**config.mk**
```make
export PLATFORM = sky130hd
export DESIGN_NAME = pipeline_stall_ctrl
export DESIGN_NICKNAME = d
export VERILOG_FILES = /design/src/rtl/rt_pipe_pkg.sv /design/src/rtl/pipeline_stall_ctrl.sv
export SDC_FILE = /design/constraint.sdc
export NUM_CORES = 1
export LEC_CHECK = 0
export CAP_MARGIN = 20
export CORE_UTILIZATION = 55
export DETAILED_ROUTE_END_ITERATION = 8
export HOLD_SLACK_MARGIN = 0.05
export PLACE_DENSITY_LB_ADDON = 0.12
export SYNTH_ARGS = -nofsm -noshare
export SYNTH_HDL_FRONTEND = slang
export SYNTH_SLANG_ARGS = --single-unit
export TNS_END_PERCENT = 30
```
**constraint.sdc**
```tcl
create_clock -name clk -period 4.3 [get_ports clk]
set_input_delay 0.86 -clock clk [delete_from_list [all_inputs] [get_ports clk]]
set_output_delay 0.86 -clock clk [all_outputs]
set_load 0.005 [all_outputs]
```
**src/rtl/rt_pipe_pkg.sv**
```systemverilog
//==============================================================================
// Module : rt_pipe_pkg
// Shared types for the RT core pipeline sequencer: FSM states, stage enables.
// Rev    : 1.0  initial release
//==============================================================================
`default_nettype none

package rt_pipe_pkg;

    typedef enum logic [2:0] {
        ST_IDLE        = 3'd0,
        ST_RUN         = 3'd1,
        ST_MEM_WAIT    = 3'd2,
        ST_REDUCE_WAIT = 3'd3,
        ST_HALTED      = 3'd4
    } pipe_state_t;

    typedef struct packed {
        logic fe;
        logic de;
        logic ex;
        logic mem;
        logic wb;
    } stage_en_t;

    localparam stage_en_t C_EN_NONE  = 5'b00000;
    localparam stage_en_t C_EN_ALL   = 5'b11111;
    localparam stage_en_t C_EN_BACK2 = 5'b00011;
    localparam stage_en_t C_EN_BACK3 = 5'b00111;

endpackage

`default_nettype wire

```
**src/rtl/pipeline_stall_ctrl.sv**
```systemverilog
//==============================================================================
// Module : pipeline_stall_ctrl
// Five-stage pipeline sequencer: stage enables, flush/bubble, run/halt, stall count.
// Rev    : 1.0  initial release
//==============================================================================
`default_nettype none

module pipeline_stall_ctrl
    import rt_pipe_pkg::*;
#(
    parameter int REDUCE_LAT = 4,
    parameter int CNT_W      = 32
) (
    input  logic             clk,
    input  logic             rst,
    input  logic             start,
    input  logic             DE_stall,
    input  logic             EX_branch_taken,
    input  logic             EX_reduce_start,
    input  logic             MEM_req,
    input  logic             MEM_ready,
    input  logic             WB_halt,
    output logic             FE_en,
    output logic             DE_en,
    output logic             EX_en,
    output logic             MEM_en,
    output logic             WB_en,
    output logic             FE_DE_flush,
    output logic             DE_EX_bubble,
    output logic             EX_MEM_bubble,
    output logic             done,
    output logic [CNT_W-1:0] stall_cycles
);

    localparam int              RC_W          = $clog2(REDUCE_LAT);
    localparam logic [RC_W-1:0] C_REDUCE_INIT = RC_W'(REDUCE_LAT - 1);
    localparam logic [RC_W-1:0] C_RC_ONE      = RC_W'(1);

    pipe_state_t      r_state;
    pipe_state_t      w_next_state;
    logic [RC_W-1:0]  r_red_cnt;
    logic [RC_W-1:0]  w_red_cnt_next;
    logic [CNT_W-1:0] r_stall_cnt;
    stage_en_t        w_en;
    logic             w_flush;
    logic             w_de_bubble;
    logic             w_ex_bubble;
    logic             w_count_stall;

    always_comb begin
        w_next_state   = r_state;
        w_red_cnt_next = r_red_cnt;
        w_en           = C_EN_NONE;
        w_flush        = 1'b0;
        w_de_bubble    = 1'b0;
        w_ex_bubble    = 1'b0;
        case (r_state)
            ST_IDLE: begin
                if (start) w_next_state = ST_RUN;
            end
            ST_RUN, ST_MEM_WAIT: begin
                // MEM_WAIT with MEM_ready resumes through the normal RUN priority.
                if (r_state == ST_MEM_WAIT && !MEM_ready) begin
                    w_next_state = ST_MEM_WAIT;
                end else if (WB_halt) begin
                    w_next_state = ST_HALTED;
                end else if (r_state == ST_RUN && MEM_req && !MEM_ready) begin
                    w_next_state = ST_MEM_WAIT;
                end else if (EX_reduce_start) begin
                    w_en           = C_EN_BACK2;
                    w_ex_bubble    = 1'b1;
                    w_red_cnt_next = C_REDUCE_INIT;
                    w_next_state   = ST_REDUCE_WAIT;
                end else if (EX_branch_taken) begin
                    w_en         = C_EN_ALL;
                    w_flush      = 1'b1;
                    w_de_bubble  = 1'b1;
                    w_next_state = ST_RUN;
                end else if (DE_stall) begin
                    w_en         = C_EN_BACK3;
                    w_de_bubble  = 1'b1;
                    w_next_state = ST_RUN;
                end else begin
                    w_en         = C_EN_ALL;
                    w_next_state = ST_RUN;
                end
            end
            ST_REDUCE_WAIT: begin
                if (WB_halt) begin
                    w_red_cnt_next = '0;
                    w_next_state   = ST_HALTED;
                end else begin
                    w_en           = C_EN_BACK2;
                    w_ex_bubble    = 1'b1;
                    w_red_cnt_next = r_red_cnt - C_RC_ONE;
                    if (r_red_cnt == C_RC_ONE) w_next_state = ST_RUN;
                end
            end
            ST_HALTED: begin
                if (start) w_next_state = ST_RUN;
            end
            default: w_next_state = ST_IDLE;
        endcase
    end

    assign w_count_stall = !w_en.fe && (r_state == ST_RUN || r_state == ST_MEM_WAIT ||
                                        r_state == ST_REDUCE_WAIT);

    always_ff @(posedge clk or posedge rst) begin
        if (rst) begin
            r_state     <= ST_IDLE;
            r_red_cnt   <= '0;
            r_stall_cnt <= '0;
        end else begin
            r_state   <= w_next_state;
            r_red_cnt <= w_red_cnt_next;
            if (r_state == ST_IDLE && start) begin
                r_stall_cnt <= '0;
            end else if (w_count_stall && r_stall_cnt != {CNT_W{1'b1}}) begin
                r_stall_cnt <= r_stall_cnt + CNT_W'(1);
            end
        end
    end

    assign FE_en         = w_en.fe;
    assign DE_en         = w_en.de;
    assign EX_en         = w_en.ex;
    assign MEM_en        = w_en.mem;
    assign WB_en         = w_en.wb;
    assign FE_DE_flush   = w_flush;
    assign DE_EX_bubble  = w_de_bubble;
    assign EX_MEM_bubble = w_ex_bubble;
    assign done          = (r_state == ST_HALTED);
    assign stall_cycles  = r_stall_cnt;

endmodule

`default_nettype wire

```
==> results.md, run 1 <==
- Synthesis warning total: 0
- WS Path Type: input port to output pin
- Synth cell types: 52
- Tmin final: 3.80 ns
- Via count of the routed design: 2338
- TNS Setup: 0 ns
- Initial antenna violation count: 0
- Final wirelength: 5850 um
- Final hold viol count: 0
- Gpl congestion: 0.869
- Outcome: finished, final reports clean
- Final Instance Area: 3010 sq um
- Worst Clk Skew: 0.0124 ns
- Drt pass-1 iters: 4
- Hold_buf cts: 0
- Die Footprint: 4620 sq um
- Clock Pin Slew Worst Setup and Hold Paths: 0.07 ns
- Largest net degree at the start of global routing: 38
- Cell Pwr Density: 444 nW/um^2
- Clock share of power: 24.2%
- Drt drc: 0
- First-pass GRT wire length: 9740 um
- Initial drt markers: 246
- Rel. slew slack: 46.1%
- FFs w/ async S/R, synth: 100%
- I/O Pins: 50
- Layout area overhead: 25.9%
- H-tree Lvls: 2
- CTS tree: built
- Busiest layer in global routing: met2
- Crit path max fanout: 5
- Worst-margin pin slew: 0.805 ns
- Met2 Use GR: 47.1%
- Final setup fails: 0
- Root Driver: clkbuf_8
- Seq pwr share: 36.4%
- P_leak: 1.22 nW
- Sink Count: 37
- Fin. max-slew vios: 0
- GRT Util Overall: 28.2%
- Met1 Use GR: 36.8%
- Initial Utilization: 58.5%
- CTS Buf Count: 5
- Core area: 4090 sq um
- Port bufs: 49
- Max-Cap Viols: 0
- # diodes: 0
- Worst hold path class: register to register
- Post-CTS Resized: 0
- Post-synthesis instance total: 275
- Die height: 68.0 um
- Die X: 68.0 um
- Worst vdd ir: 0.325 mV
- Clock Path Buffers: 2
- # fillers: 304
- Combinational share of power: 39.4%
- DP HPWL: 4020 um
- Slack of the critical path: 0.502 ns
- Final Total Pwr: 0.00134 W
- Crit path DAT: 2.94 ns
- Nets: 331
- Switching power total: 0.000536 W
- Vias in the first global route: 2079
- Post-CTS setup buffer count: 0
- Dpl cell area: 2890 sq um
- Main synth FF type: dfrtp_1
- Clk_lat worst skew: 0.30 ns
- FMAX: 0.263 GHz
- P_int: 0.000803 W
- Average size of a mapped cell: 8.70 sq um
- Final core occ: 73.7%
- GRT met3 Usage: 4.83%
- Standard-cell rows: 23
- Mapped Area: 2390 sq um
- Routed Antenna Nets: 0
- Net switching fraction of the power: 40.0%
- CP Launch Type: input port
- Via density per instance: 6.30
- Final Cycle Share: 88.3%
- Sequential share of the synthesized area: 38.7%
- CP Data Required Time: 3.44 ns
- Post-synth EDFFs: 0
- RSZ-0062 raised after global routing: no
- Total grt overflow: 0
- Share of cells above drive strength 1: 8.41%
- Post-DR wirelength/cell: 15.8 um
- Synth Register Bits: 37
- Synthesized netlist net count: 286
- Worst setup EP type: output pin
- DP Worst Slack: 0.506 ns
placed cells by master (no fill, tap or decap), types with 2 or more instances in the layout:
cell,n
clkdlybuf4s50_1,49
dfrtp_1,37
nand2_1,34
nor2_1,23
nand3_1,19
nor3_1,13
nand4_1,12
o21ai_0,10
a221o_1,9
a21oi_1,8
mux2i_1,8
inv_1,7
a211oi_1,6
a21o_1,6
clkbuf_8,6
buf_4,6
nor4_1,5
or3_1,5
or4_1,5
or2_2,4
and3_1,4
and4_1,4
o31ai_1,4
and2_1,3
o32ai_1,2
nand3b_1,2
xor2_1,2
o211ai_1,2
mux2_2,2
ha_1,2
power groups by stage:
stage / Sequential (W) / Combinational, W / Clock, W
after floorplan: 0.000448 / 0.000380 / 0
after global placement: 0.000490 / 0.000517 / 0
after detailed placement: 0.000492 / 0.000527 / 0
after CTS: 0.000486 / 0.000529 / 0.000327
after global routing: 0.000498 / 0.000580 / 0.000338
final: 0.000487 / 0.000527 / 0.000324
kinds of logic after synthesis:
logic type	after synthesis	share of synthesized area (%)
mux	10	4.29
buf+inv	24	5.18
flops	37	38.7
simple gates	142	31.7
fa+ha+maj	2	1.05
compound gates	57	18.0
xor+xnor	3	1.10
cell type report:
class	count	area, sq um	area share [%]
multi-input combinational	214	1340	44.6
clock inverter	2	37.5	1.25
inverter	7	26.3	0.872
clock buffer	6	82.6	2.74
tap	50	62.6	2.08
timing repair buffer	55	536	17.8
sequential	37	926	30.7
worst paths after layout:
kind | from | endpoint | slack [ns] | cells after the start
min | stall_cycles[4] | stall_cycles[4] | 0.52 | 1
max reg2reg | r_state[2] | stall_cycles[26] | 1.65 | 8
min in group asynchronous | rst | stall_cycles[18] | 0.96 | 3
min reg2reg | stall_cycles[4] | stall_cycles[4] | 0.52 | 1
max in group asynchronous | rst | stall_cycles[9] | 3.00 | 3
max | MEM_ready | EX_MEM_bubble | 0.50 | 8
critical path, cell delays in order:
cell and delay [ns]:
clkdlybuf4s50_1 0.55, nor2b_1 0.10, nor2_1 0.09, a21oi_1 0.07, or3_1 0.37, o32a_1 0.30
nor2_1 0.09, clkdlybuf4s50_1 0.51
Yosys cell counts (2+ instances only):
cell type | instances | share of area [%]
o32ai_1 | 2 | 0.73
nand2_1 | 34 | 5.3
xor2_1 | 2 | 0.73
or2_2 | 4 | 1.0
o211ai_1 | 2 | 0.63
nor2_1 | 23 | 3.6
nand3b_1 | 2 | 0.63
and4_1 | 4 | 1.5
ha_1 | 2 | 1.0
clkbuf_1 | 6 | 0.94
or4_1 | 5 | 1.6
nor4_1 | 5 | 1.3
nor3_1 | 13 | 2.7
a211oi_1 | 6 | 1.9
buf_1 | 2 | 0.31
o21ai_0 | 10 | 2.1
nand3_1 | 19 | 4.0
mux2i_1 | 8 | 3.3
buf_2 | 3 | 0.63
and3_1 | 4 | 1.0
or3_1 | 5 | 1.3
a21oi_1 | 8 | 1.7
inv_1 | 7 | 1.1
buf_6 | 2 | 0.94
a221o_1 | 9 | 3.8
mux2_2 | 2 | 0.94
dfrtp_1 | 37 | 39
o31ai_1 | 4 | 1.3
nand4_1 | 12 | 3.1
buf_4 | 4 | 1.3
a21o_1 | 6 | 1.9
and2_1 | 3 | 0.78
per-layer routing:
| metal | vias up | wire, um |
|---|---|---|
| li1 | 1128 | - |
| met1 | 1101 | 2650 |
| met2 | 103 | 2730 |
| met3 | 6 | 409 |
| met4 | 0 | 63 |
| met5 | - | 0 |
per-stage QoR:
step           cells  hold WS [ns]
6_report         371         0.517
5_1_grt          371         0.572
4_1_cts          371         0.520
3_5_place_dp     363         0.508
3_3_place_gp     363         0.498
2_1_floorplan    275         0.481
registers in the layout (all words and copies together), names as in the netlist:
| name | count |
|---|---|
| r_state | 3 |
| r_red_cnt | 2 |
| stall_cycles | 32 |
No activity file was read; power rests on OpenSTA's default activity.
==> run 2: changes to the inputs <==
--- a/config.mk
+++ b/config.mk
@@ -9,7 +9,7 @@
 export CORE_UTILIZATION = 55
 export DETAILED_ROUTE_END_ITERATION = 8
 export HOLD_SLACK_MARGIN = 0.05
-export PLACE_DENSITY_LB_ADDON = 0.12
+export PLACE_DENSITY = 0.95
 export SYNTH_ARGS = -nofsm -noshare
 export SYNTH_HDL_FRONTEND = slang
 export SYNTH_SLANG_ARGS = --single-unit
==> constraint.sdc (replaced) <==
create_clock -name clk -period 4.3 [get_ports clk]
set_input_delay 0.43 -clock clk [delete_from_list [all_inputs] [get_ports clk]]
set_output_delay 0.43 -clock clk [all_outputs]
set_load 0.005 [all_outputs]
==> results.md, run 2 (synthesis gave the netlist of run 1 again) <==
- FMAX: 0.342 GHz
- Gpl congestion: 0.850
- Combinational share of power: 40.8%
- H-tree Lvls: 2
- Clock Path Buffers: 2
- Worst hold path class: input port to async pin
- Worst Reg-to-Reg Cells: 7
- Routed Antenna Nets: 0
- Worst setup EP type: register
- Post-DR wirelength/cell: 16.2 um
- Hold_buf cts: 0
- Worst Clk Skew: 0.0138 ns
- Max incr delay on CP: 0.61 ns
- Initial antenna violation count: 0
- Via count of the routed design: 2390
- Initial drt markers: 269
- Max reg flops: 32
- Cell Pwr Density: 417 nW/um^2
- DP HPWL: 4140 um
- Core area: 4090 sq um
- Via density per instance: 6.48
- CP Launch Type: register
- P_int: 0.000709 W
- DP Worst Slack: 1.21 ns
- Critical-path cell list: ha_1, nand2_1, nor2_1, and4_1, and4_1, nor2_1, a221o_1
- Final setup fails: 0
- Crit path DAT: 3.11 ns
- Port bufs: 49
- CP top delay family: simple AND/OR/NAND/NOR gates
- # diodes: 0
- R2R Path End: stall_cycles[27]
- Crit path max fanout: 18
- Vias in the first global route: 2244
- TNS Setup: 0 ns
- Post-CTS Resized: 0
- Drt drc: 0
- Clock Pin Slew Worst Setup and Hold Paths: 0.08 ns
- Clk_lat worst skew: 0.30 ns
- RSZ-0062 raised after global routing: no
- Slowest stage cell, crit path: and4_1
- Max-Cap Viols: 0
- Final wirelength: 5980 um
- P_leak: 1.19 nW
- I/O Pins: 50
- Initial Utilization: 58.5%
- Worst-margin pin slew: 0.864 ns
- CTS tree: built
- Drt pass-1 iters: 5
- Seq pwr share: 39.6%
- Net switching fraction of the power: 42.6%
- Layout area overhead: 23.9%
- Fin. max-slew vios: 0
- Final Total Pwr: 0.00123 W
- GRT Util Overall: 28.8%
- Standard-cell rows: 23
- Nets: 329
- Rel. slew slack: 42.2%
- Worst vdd ir: 0.363 mV
- Crit path buf inv count: 0
- Crit Reg-Reg Startpoint: stall_cycles[0]
- Switching power total: 0.000526 W
- Clock share of power: 19.6%
- First-pass GRT wire length: 10000 um
- Total grt overflow: 0
- WS Path Type: register to register
- Die X: 68.0 um
- Tmin final: 2.93 ns
- Die Footprint: 4620 sq um
- Post-CTS setup buffer count: 0
- Final hold viol count: 0
- Share of cells above drive strength 1: 7.84%
- Slack of the critical path: 1.37 ns
- Slack of the worst reg-to-reg path: 1.37 ns
- Sink Count: 37
- Die height: 68.0 um
- CP Data Required Time: 4.49 ns
- Root Driver: clkbuf_8
- Commonest non-fill, non-tap cell in the layout: clkdlybuf4s50_1
- CTS Buf Count: 5
- Outcome: finished, final reports clean
- Most frequent cells in the layout: clkdlybuf4s50_1 (49), dfrtp_1 (37), nand2_1 (34)
- Final Cycle Share: 68.1%
- Largest net degree at the start of global routing: 35
## run 2: cell count changes in the layout (fill, tap and decap cells not counted)
cell	delta
clkbuf_8	-1
clkinv_2	+2
bufinv_16	-1
buf_4	-2
## run 2: worst max-delay path by stage
stage	endpoint	start	slack, ns	cells after the start
after floorplan	stall_cycles[15]	stall_cycles[0]	2.18	9
after global placement	stall_cycles[1]	MEM_ready	1.32	8
after detailed placement	stall_cycles[1]	MEM_ready	1.21	8
after CTS	EX_MEM_bubble	MEM_ready	1.39	8
after global routing	stall_cycles[27]	stall_cycles[0]	1.19	7
final	stall_cycles[27]	stall_cycles[0]	1.37	7
## run 2: metal layers
metal | vias up | part of all wire [%] | GRT usage, %
met3 | 9 | 6.2 | 6.00
met1 | 1144 | 43 | 36.3
li1 | 1126 | - | -
met2 | 111 | 50 | 46.6
met5 | - | 0 | 0
met4 | 0 | 1.4 | 13.8
## run 2: power by group through the flow
stage | Sequential, W | Clock, W | Combinational (W)
floorplan | 0.000448 | 0 | 0.000380
global placement | 0.000488 | 0 | 0.000484
detailed placement | 0.000492 | 0 | 0.000494
CTS | 0.000486 | 0.000245 | 0.000495
global route | 0.000500 | 0.000268 | 0.000546
finish | 0.000488 | 0.000242 | 0.000504
## run 2: metrics by stage
| stage | hold WS (ns) | std cells | cell area, sq um | utilization (%) |
|---|---|---|---|---|
| after floorplan | 0.481 | 275 | 2390 | - |
| after global placement | 0.502 | 361 | 2880 | 70.4 |
| after detailed placement | 0.504 | 361 | 2880 | 70.4 |
| after CTS | 0.519 | 369 | 2960 | 72.5 |
| after global routing | 0.547 | 369 | 2960 | 72.5 |
| final | 0.502 | 369 | 2960 | 72.5 |
## run 2: area by class of cell
cell class / count / area, sq um
repair buffers: 53 / 520
clock buffers: 5 / 68.8
fillers: 294 / 1120
well taps: 50 / 62.6
flip-flops and latches: 37 / 926
inverters: 7 / 26.3
clock inverters: 3 / 17.5
multi-input cells: 214 / 1340
